--- config.mk ---
export PLATFORM = sky130hd
export DESIGN_NAME = l2_vec_arbiter
export DESIGN_NICKNAME = d
export VERILOG_FILES = /design/src/rtl/l2_sched_pkg.sv /design/src/rtl/sq_acc.sv /design/src/rtl/l2_vec_arbiter.sv
export SDC_FILE = /design/constraint.sdc
export NUM_CORES = 1
export LEC_CHECK = 0
export CORE_UTILIZATION = 50
export CTS_CLUSTER_DIAMETER = 60
export DETAILED_ROUTE_END_ITERATION = 10
export GPL_TIMING_DRIVEN = 0
export PLACE_DENSITY = 0.75
export SYNTH_ARGS = -nofsm -noshare
export SYNTH_HDL_FRONTEND = slang
export SYNTH_SLANG_ARGS = --single-unit
--- constraint.sdc ---
create_clock -name clk -period 4.8 [get_ports clk]
set_clock_uncertainty 0.1 [all_clocks]
set_input_delay 0.72 -clock clk [delete_from_list [all_inputs] [get_ports clk]]
set_output_delay 0.72 -clock clk [all_outputs]
set_load 0.005 [all_outputs]
--- src/rtl/l2_sched_pkg.sv ---
// Shared types and width defaults for the two-requester sum-of-squares arbiter.
package l2_sched_pkg;

  typedef enum logic [1:0] {
    ST_IDLE,
    ST_RUN,
    ST_DONE
  } state_t;

  localparam int DW_DEF = 8;
  localparam int AW_DEF = 20;
  localparam int LEN_W  = 8;

endpackage

--- src/rtl/sq_acc.sv ---
// Saturating square-accumulate datapath: acc += a*a on each enabled cycle,
// clamping at 2^AW-1 and latching an overflow flag until the next clear.
module sq_acc
  import l2_sched_pkg::*;
#(
  parameter int DW = DW_DEF,
  parameter int AW = AW_DEF
) (
  input  logic          clk,
  input  logic          reset,
  input  logic          clear,
  input  logic          en,
  input  logic [DW-1:0] a,
  output logic [AW-1:0] acc,
  output logic          ovf
);

  // One guard bit above the wider of the product and the accumulator.
  localparam int SW = ((2 * DW > AW) ? 2 * DW : AW) + 1;
  localparam logic [SW-1:0] ACC_MAX = {{(SW - AW){1'b0}}, {AW{1'b1}}};

  logic [SW-1:0] sq;
  logic [SW-1:0] sum;
  logic          sat;

  // NOTE: every signal assigned in always_comb gets a value on every path,
  // otherwise synthesis infers a latch.
  always_comb begin
    sq  = SW'(a) * SW'(a);
    sum = SW'(acc) + sq;
    sat = (sum > ACC_MAX);
  end

  // NOTE: sequential state uses non-blocking assignments so every register
  // samples the pre-edge values, independent of statement order.
  always_ff @(posedge clk) begin
    if (reset || clear) begin
      acc <= '0;
      ovf <= 1'b0;
    end else if (en) begin
      if (sat) begin
        acc <= '1;
        ovf <= 1'b1;
      end else begin
        acc <= sum[AW-1:0];
      end
    end
  end

endmodule

--- src/rtl/l2_vec_arbiter.sv ---
// Round-robin arbiter between two vector streams; each granted vector is
// reduced to a saturating sum of squares and reported in a one-cycle DONE.
module l2_vec_arbiter
  import l2_sched_pkg::*;
#(
  parameter int DW = DW_DEF,
  parameter int AW = AW_DEF
) (
  input  logic             clk,
  input  logic             reset,
  input  logic [DW-1:0]    a0,
  input  logic [DW-1:0]    a1,
  input  logic             valid0,
  input  logic             valid1,
  input  logic             last0,
  input  logic             last1,
  output logic             ready0,
  output logic             ready1,
  output logic [AW-1:0]    f,
  output logic             valid_out,
  output logic             id_out,
  output logic [LEN_W-1:0] len_out,
  output logic             ovf_out
);

  state_t            state;
  logic              grant;
  logic              last_served;
  logic [LEN_W-1:0]  count;
  logic [AW-1:0]     f_hold;
  logic              ovf_hold;
  logic [AW-1:0]     acc;
  logic              acc_ovf;

  logic              grant_nxt;
  logic              sel_valid;
  logic              sel_last;
  logic [DW-1:0]     sel_a;
  logic              accept;
  logic              clear;
  logic [LEN_W-1:0]  count_inc;

  always_comb begin
    // A tie goes to whoever was not served last; otherwise the lone requester.
    grant_nxt = (valid0 && valid1) ? ~last_served : valid1;
    sel_valid = grant ? valid1 : valid0;
    sel_last  = grant ? last1  : last0;
    sel_a     = grant ? a1     : a0;
    accept    = sel_valid && (ready0 || ready1);
    clear     = (state == ST_IDLE) && (valid0 || valid1);
    count_inc = (count == '1) ? count : count + 1'b1;
  end

  sq_acc #(
    .DW(DW),
    .AW(AW)
  ) u_sq_acc (
    .clk  (clk),
    .reset(reset),
    .clear(clear),
    .en   (accept),
    .a    (sel_a),
    .acc  (acc),
    .ovf  (acc_ovf)
  );

  always_ff @(posedge clk) begin
    if (reset) begin
      state       <= ST_IDLE;
      ready0      <= 1'b0;
      ready1      <= 1'b0;
      grant       <= 1'b0;
      last_served <= 1'b1;
      count       <= '0;
      valid_out   <= 1'b0;
      id_out      <= 1'b0;
      len_out     <= '0;
      f_hold      <= '0;
      ovf_hold    <= 1'b0;
    end else begin
      case (state)
        ST_IDLE: begin
          valid_out <= 1'b0;
          if (valid0 || valid1) begin
            grant       <= grant_nxt;
            last_served <= grant_nxt;
            count       <= '0;
            ready0      <= ~grant_nxt;
            ready1      <= grant_nxt;
            state       <= ST_RUN;
          end
        end
        ST_RUN: begin
          if (accept) begin
            count <= count_inc;
            if (sel_last) begin
              ready0    <= 1'b0;
              ready1    <= 1'b0;
              valid_out <= 1'b1;
              id_out    <= grant;
              len_out   <= count_inc;
              state     <= ST_DONE;
            end
          end
        end
        ST_DONE: begin
          // Capture the result so it survives the next vector's clear.
          valid_out <= 1'b0;
          f_hold    <= acc;
          ovf_hold  <= acc_ovf;
          state     <= ST_IDLE;
        end
        default: state <= ST_IDLE;
      endcase
    end
  end

  assign f       = valid_out ? acc     : f_hold;
  assign ovf_out = valid_out ? acc_ovf : ovf_hold;

endmodule

Word-level counts from Yosys, hierarchy flattened
Cells that the tools add are included.
Storage, ports and cells
  output and inout port bits: 33
  input bits: 22
  word-level logic and storage cells: 66
  register bits: 66
Cells by class
  reductions and logical operators: 17
  $lt $le $gt $ge: 1
  equality and inequality tests: 6
  bitwise operators: 2
  multiplexer cells: 24
  add/sub/neg operators: 2
  multiply operators: 1
Operators by type and width (number)
  2-to-1 mux 20 bit: 2
  2-to-1 mux 8 bit: 4
  adder 20 x 16 -> 21 bit: 1
  > comparator 21 x 20 -> 1 bit, second input constant: 1
  multiplier 8 x 8 -> 16 bit: 1
  one-hot mux 8 bit (2 select lines): 1
  AND reduction 3 bit: 4
  2-to-1 mux 1 bit: 10
  adder 8 x 1 -> 8 bit, second input constant: 1
  == test 8 bit, second input constant: 1
  2-to-1 mux 2 bit: 3
  one-hot mux 1 bit (2 select lines): 3
  inequality test 2 bit, second input constant: 2
  one-hot mux 2 bit (2 select lines): 1
  AND reduction 2 bit: 2
  AND reduction 4 bit: 1
  nonzero test 2 bit: 2
  logical AND 1 bit: 3
  logical OR 1 bit: 3
  == test 2 x 1 -> 1 bit, second input constant: 1
  == test 2 bit, second input constant: 1
  zero test 2 bit: 1
  inequality test 2 x 1 -> 1 bit, second input constant: 1
  inverter 1 bit: 2
  OR reduction 2 bit: 1

Depth between registers and ports, before layout
  depth in word-level cells: 5
  mapped depth: 20
  depth with buffers taken out: 18

Hierarchy
A second synthesis with hierarchy kept.
Second synthesis, totals
  cells, all modules: 615
  area, all modules: 5417.7 µm²
Modules (own cells, without submodules)
  sq_acc: sequential area each 420.4 µm², times used 1, cells each 356, area an instance 3219.3 µm²
  l2_vec_arbiter: sequential area each 900.9 µm², times used 1, cells each 259, area an instance 2198.4 µm²

Least setup slack after synthesis
OpenSTA, ideal clock, no wires.
  path type: in2reg
  start: input a1[2]
  end: register u_sq_acc.acc[14]
  path slack: -0.347 ns
  arrival: 4.904 ns
  library setup time: 0.143 ns
  required time: 4.557 ns
  stages: 15
  buffers on the path: 0
  path through: mux2i_1 > nor2_1 > fa_1 > fa_1 > fa_1 > inv_1 > fa_1 > inv_1 > ha_1 > a21oi_1 > nor2_1 > nor2_1 > a211oi_4 > nor3_1 > a31oi_1
Between the ends
  longest elaborated chain between the ends: 5
Ends and longest elaborated chain
  from (decl): RTL line l2_vec_arbiter.sv:12  | input logic [DW-1:0] a1,
  2-to-1 mux 8 bit (*): RTL line l2_vec_arbiter.sv:48  | sel_a = grant ? a1 : a0;
  multiplier 8 x 8 -> 16 bit (*): RTL line sq_acc.sv:29  | sq = SW'(a) * SW'(a);
  adder 20 x 16 -> 21 bit (*): RTL line sq_acc.sv:30  | sum = SW'(acc) + sq;
  > comparator 21 x 20 -> 1 bit: RTL line sq_acc.sv:31  | sat = (sum > ACC_MAX);
  2-to-1 mux 20 bit (*): RTL line sq_acc.sv:41  | if (sat) begin
  to (signal assigned): RTL line sq_acc.sv:45  | acc <= sum[AW-1:0];
  to (decl): RTL line sq_acc.sv:14  | output logic [AW-1:0] acc,
Every way passes the cells marked *; elsewhere a longest branch is shown, timed or not.
A chain may end at the register's enable or synchronous reset.

Worst setup path in the final report
  start: register grant
  end: register u_sq_acc.acc[11]
Between the ends
  longest elaborated chain between the ends: 5
  elaborated cells between the ends (all ways): 7
  classes of those cells: add/sub: 1; mul: 1; order compare: 1; mux: 3; reduce/logical: 1
Ends and longest elaborated chain
  from (decl): RTL line l2_vec_arbiter.sv:27  | logic grant;
  from (signal assigned): RTL line l2_vec_arbiter.sv:85  | grant <= grant_nxt;
  2-to-1 mux 8 bit: RTL line l2_vec_arbiter.sv:48
  multiplier 8 x 8 -> 16 bit: RTL line sq_acc.sv:29
  adder 20 x 16 -> 21 bit: RTL line sq_acc.sv:30
  > comparator 21 x 20 -> 1 bit: RTL line sq_acc.sv:31
  2-to-1 mux 20 bit: RTL line sq_acc.sv:41
Parallel ways exist; a longest one is shown, timed or not.

==> flow_summary.toml <==
[status]
status = "finished with violations"
violations = "setup timing"

[finish]
nets = 845
diodes = 0
stdcell_count = 881
area_growth_pct = 35.12
drive_gt1_share_pct = 23.26
fillCellCount = 760

[setup_path]
cp-start-kind = "flip-flop"
path_max_fanout = 5
critPathKind = "reg -> reg"
required_ns = 4.96
arrival_ns = 5.23
critPathCaptureType = "flip-flop"

[clocking]
clkSlewWorstSetupHoldPaths_ns = 0.07
cts-root-buf = "clkbuf_8"
cts.htree.levels = 3
cts_tree = "done"
clkLatencyLatePin_ns = 0.35
hold_buffers = 0
clock_sink_count = 66
ctsLongestPathBuffers = 2
numCtsBuffers = 9

[sta]
period_share_pct = 105.5
worst_slew_margin_rel_pct = 51.82
setup_tns_ns = -3.985
slew_violations = 0
rsz0062_at_grt = "true"
whs_ns = 0.3569
setup_viol = 21
finalHoldViolCount = 0
tightestPinTransition_ns = 0.7227
fmax_mhz = 197.4
period_minus_slack_ns = 5.066
final.setup.worst_slack_ns = -0.2658

[synth]
synth_flop_cell = "dfxtp_1"
syn_area_per_cell_sq_um = 8.402
synth_area_sq_mm = 0.005226
synth_top_area_share_pct = 25.28
synth-edff-count = 0
ys_top_cells_by_count = "inv_1 (72), nand2_1 (67), dfxtp_1 (66)"
yosysMostFrequentCell = "inv_1"
ys_ff_latch = 66
ys_seq_area_share_pct = 25.28
ys_types = 48
ys_top_cells_by_area = "dfxtp_1 (25%), fa_1 (14%), ha_1 (10%)"
syn_nets = 724
synth_cells = 622
yosysTopAreaCell = "dfxtp_1"
yosysWarningCount = 0
synth-async-reset-ratio_pct = 0

[grt]
grt_pass1_vias = 4886
grt_max_degree = 12
grt_pass1_wl_microns = 23410
grt_overflow_total = 0
grt_usage_pct = 26.92
antenna_found_initial = 0

[floorplan]
die_h_microns = 104.2
fp.dieW_microns = 104.2
initial_core_util_pct = 52.50
dieArea_sq_mm = 0.01086
num_rows = 36
core_sq_mm = 0.009955
ioPinCount = 55

[pwr]
p_total_mw = 2.992
p_per_area_mw_per_mm2 = 423.6
power.leakage_nw = 2.958
ir_drop_mv = 0.3532

[drt]
viasPerCell = 5.617
drt_first_pass_iters = 5
wirelength_microns = 14600
wire_per_inst_microns = 16.57
final_antenna_net_count = 0
via_count = 4949
drc_errors = 0
drt_iter0_markers = 273

[placed_design]
io_buffers = 53
dpl.cell_count = 808
gp_congestion = 0.8750
place_hpwl_microns = 9961

[flow_run]
drv_cap = 0

[min_path]
hold_class = "reg -> reg"
-- layout by cell type (no fill, tap or decap), drive strengths merged, types with 2 or more instances in the layout --
cell | netlist | layout
a21oi | 58 | 58
a31oi | 13 | 13
inv | 72 | 72
a211oi | 9 | 9
a21o | 8 | 8
nor3 | 7 | 7
mux2i | 12 | 12
o211ai | 5 | 5
clkdlybuf4s15 | 0 | 4
a211o | 2 | 2
o21ai | 29 | 29
nand4 | 2 | 2
ha | 43 | 43
dlymetal6s2s | 0 | 2
clkbuf | 18 | 29
fa | 37 | 37
clkinv | 0 | 2
nand2b | 6 | 6
nand3 | 11 | 11
nand2 | 67 | 67
dlygate4sd2 | 0 | 10
xnor2 | 8 | 8
o21bai | 4 | 4
nor2b | 5 | 5
clkdlybuf4s50 | 0 | 37
clkinvlp | 0 | 2
buf | 6 | 63
o31a | 3 | 3
and3 | 5 | 5
o31ai | 6 | 6
xor2 | 13 | 13
a2111oi | 3 | 3
or2 | 4 | 4
and2 | 5 | 5
nor2 | 61 | 61
nor4 | 2 | 2
or3b | 2 | 2
mux2 | 23 | 23
dfxtp | 66 | 66
-- power breakdown --
group,switching [mW],internal (mW)
Clock,0.221,0.238
Combinational,1.05,0.901
Sequential,0.0212,0.563
Total,1.29,1.70
-- layer usage --
| layer | track usage, % | routed length, microns | vias to the layer above |
|---|---|---|---|
| li1 | - | - | 2348 |
| met3 | 4.950 | 660 | 35 |
| met2 | 46.90 | 7509 | 176 |
| met4 | 9.898 | 382 | 0 |
| met1 | 33.04 | 6046 | 2390 |
| met5 | 0 | 0 | - |
-- flip-flops by register name, indices dropped and copies added, names as in the netlist --
| register | cells |
|---|---|
| count | 8 |
| f_hold | 20 |
| grant | 1 |
| id_out | 1 |
| last_served | 1 |
| len_out | 8 |
| ovf_hold | 1 |
| ready0 | 1 |
| ready1 | 1 |
| state | 2 |
| u_sq_acc.acc | 20 |
| u_sq_acc.ovf | 1 |
| valid_out | 1 |
-- stage by stage --
step                setup WS (ns)  instance area, sq um  util (%)
floorplan                -0.06982                  5381         -
global placement          -0.8960                  6078     61.06
detailed placement        -0.9259                  6078     61.06
CTS                       -0.1810                  6797     68.28
global route              -0.4038                  7062     70.94
finish                    -0.2658                  7062     70.94
-- final timing paths --
check,to,startpoint,cells after the start,slack [ns]
worst max-delay path,u_sq_acc.acc[11]$_SDFFE_PP0P_,grant$_SDFFE_PP0P_,17,-0.27
worst min register to register,f_hold[6]$_SDFFE_PP0P_,f_hold[6]$_SDFFE_PP0P_,2,0.36
worst max register to register,u_sq_acc.acc[11]$_SDFFE_PP0P_,grant$_SDFFE_PP0P_,17,-0.27
worst min-delay path,f_hold[6]$_SDFFE_PP0P_,f_hold[6]$_SDFFE_PP0P_,2,0.36
-- worst max-delay path, stage by stage (launching register included) --
cell	delay (ns)
dfxtp_4	0.38
buf_12	0.16
mux2i_4	0.37
buf_6	0.16
nor2_4	0.03
fa_1	0.47
inv_1	0.05
fa_1	0.52
fa_2	0.46
fa_1	0.52
inv_2	0.05
ha_4	0.27
nand4_1	0.18
a211o_4	0.43
a211oi_4	0.36
nor2_4	0.11
buf_6	0.18
a31oi_1	0.17
-- timing repair --
| item | 4_1_cts | 5_1_grt |
|---|---|---|
| gates cloned | 2 | 0 |
| buffers inserted | 40 | 17 |
| pin swaps | 38 | 39 |
| gates resized for setup | 59 | 36 |
| setup endpoints to repair | 21 | 21 |
| hold endpoints to repair | 0 | 0 |
-- area by class of cell --
type	count	area, sq um	share of cell area (%)
repair buffers	110	1035	14.65
flip-flops and latches	66	1325	18.76
plain buffers	24	125.1	1.772
inverters	72	270.3	3.827
clock inverters	5	55.05	0.7796
multi-input cells	460	3954	55.99
clock buffers	11	131.4	1.860
well taps	133	166.4	2.356
-- cell families after synthesis --
group | count (synthesis) | synth area share (%)
compound gates | 145 | 17.14
xor+xnor | 21 | 3.519
buf+inv | 96 | 7.086
fa+ha+maj | 80 | 24.47
simple gates | 179 | 15.25
mux | 35 | 7.254
flops | 66 | 25.28
No activity file was read; power rests on OpenSTA's default activity.
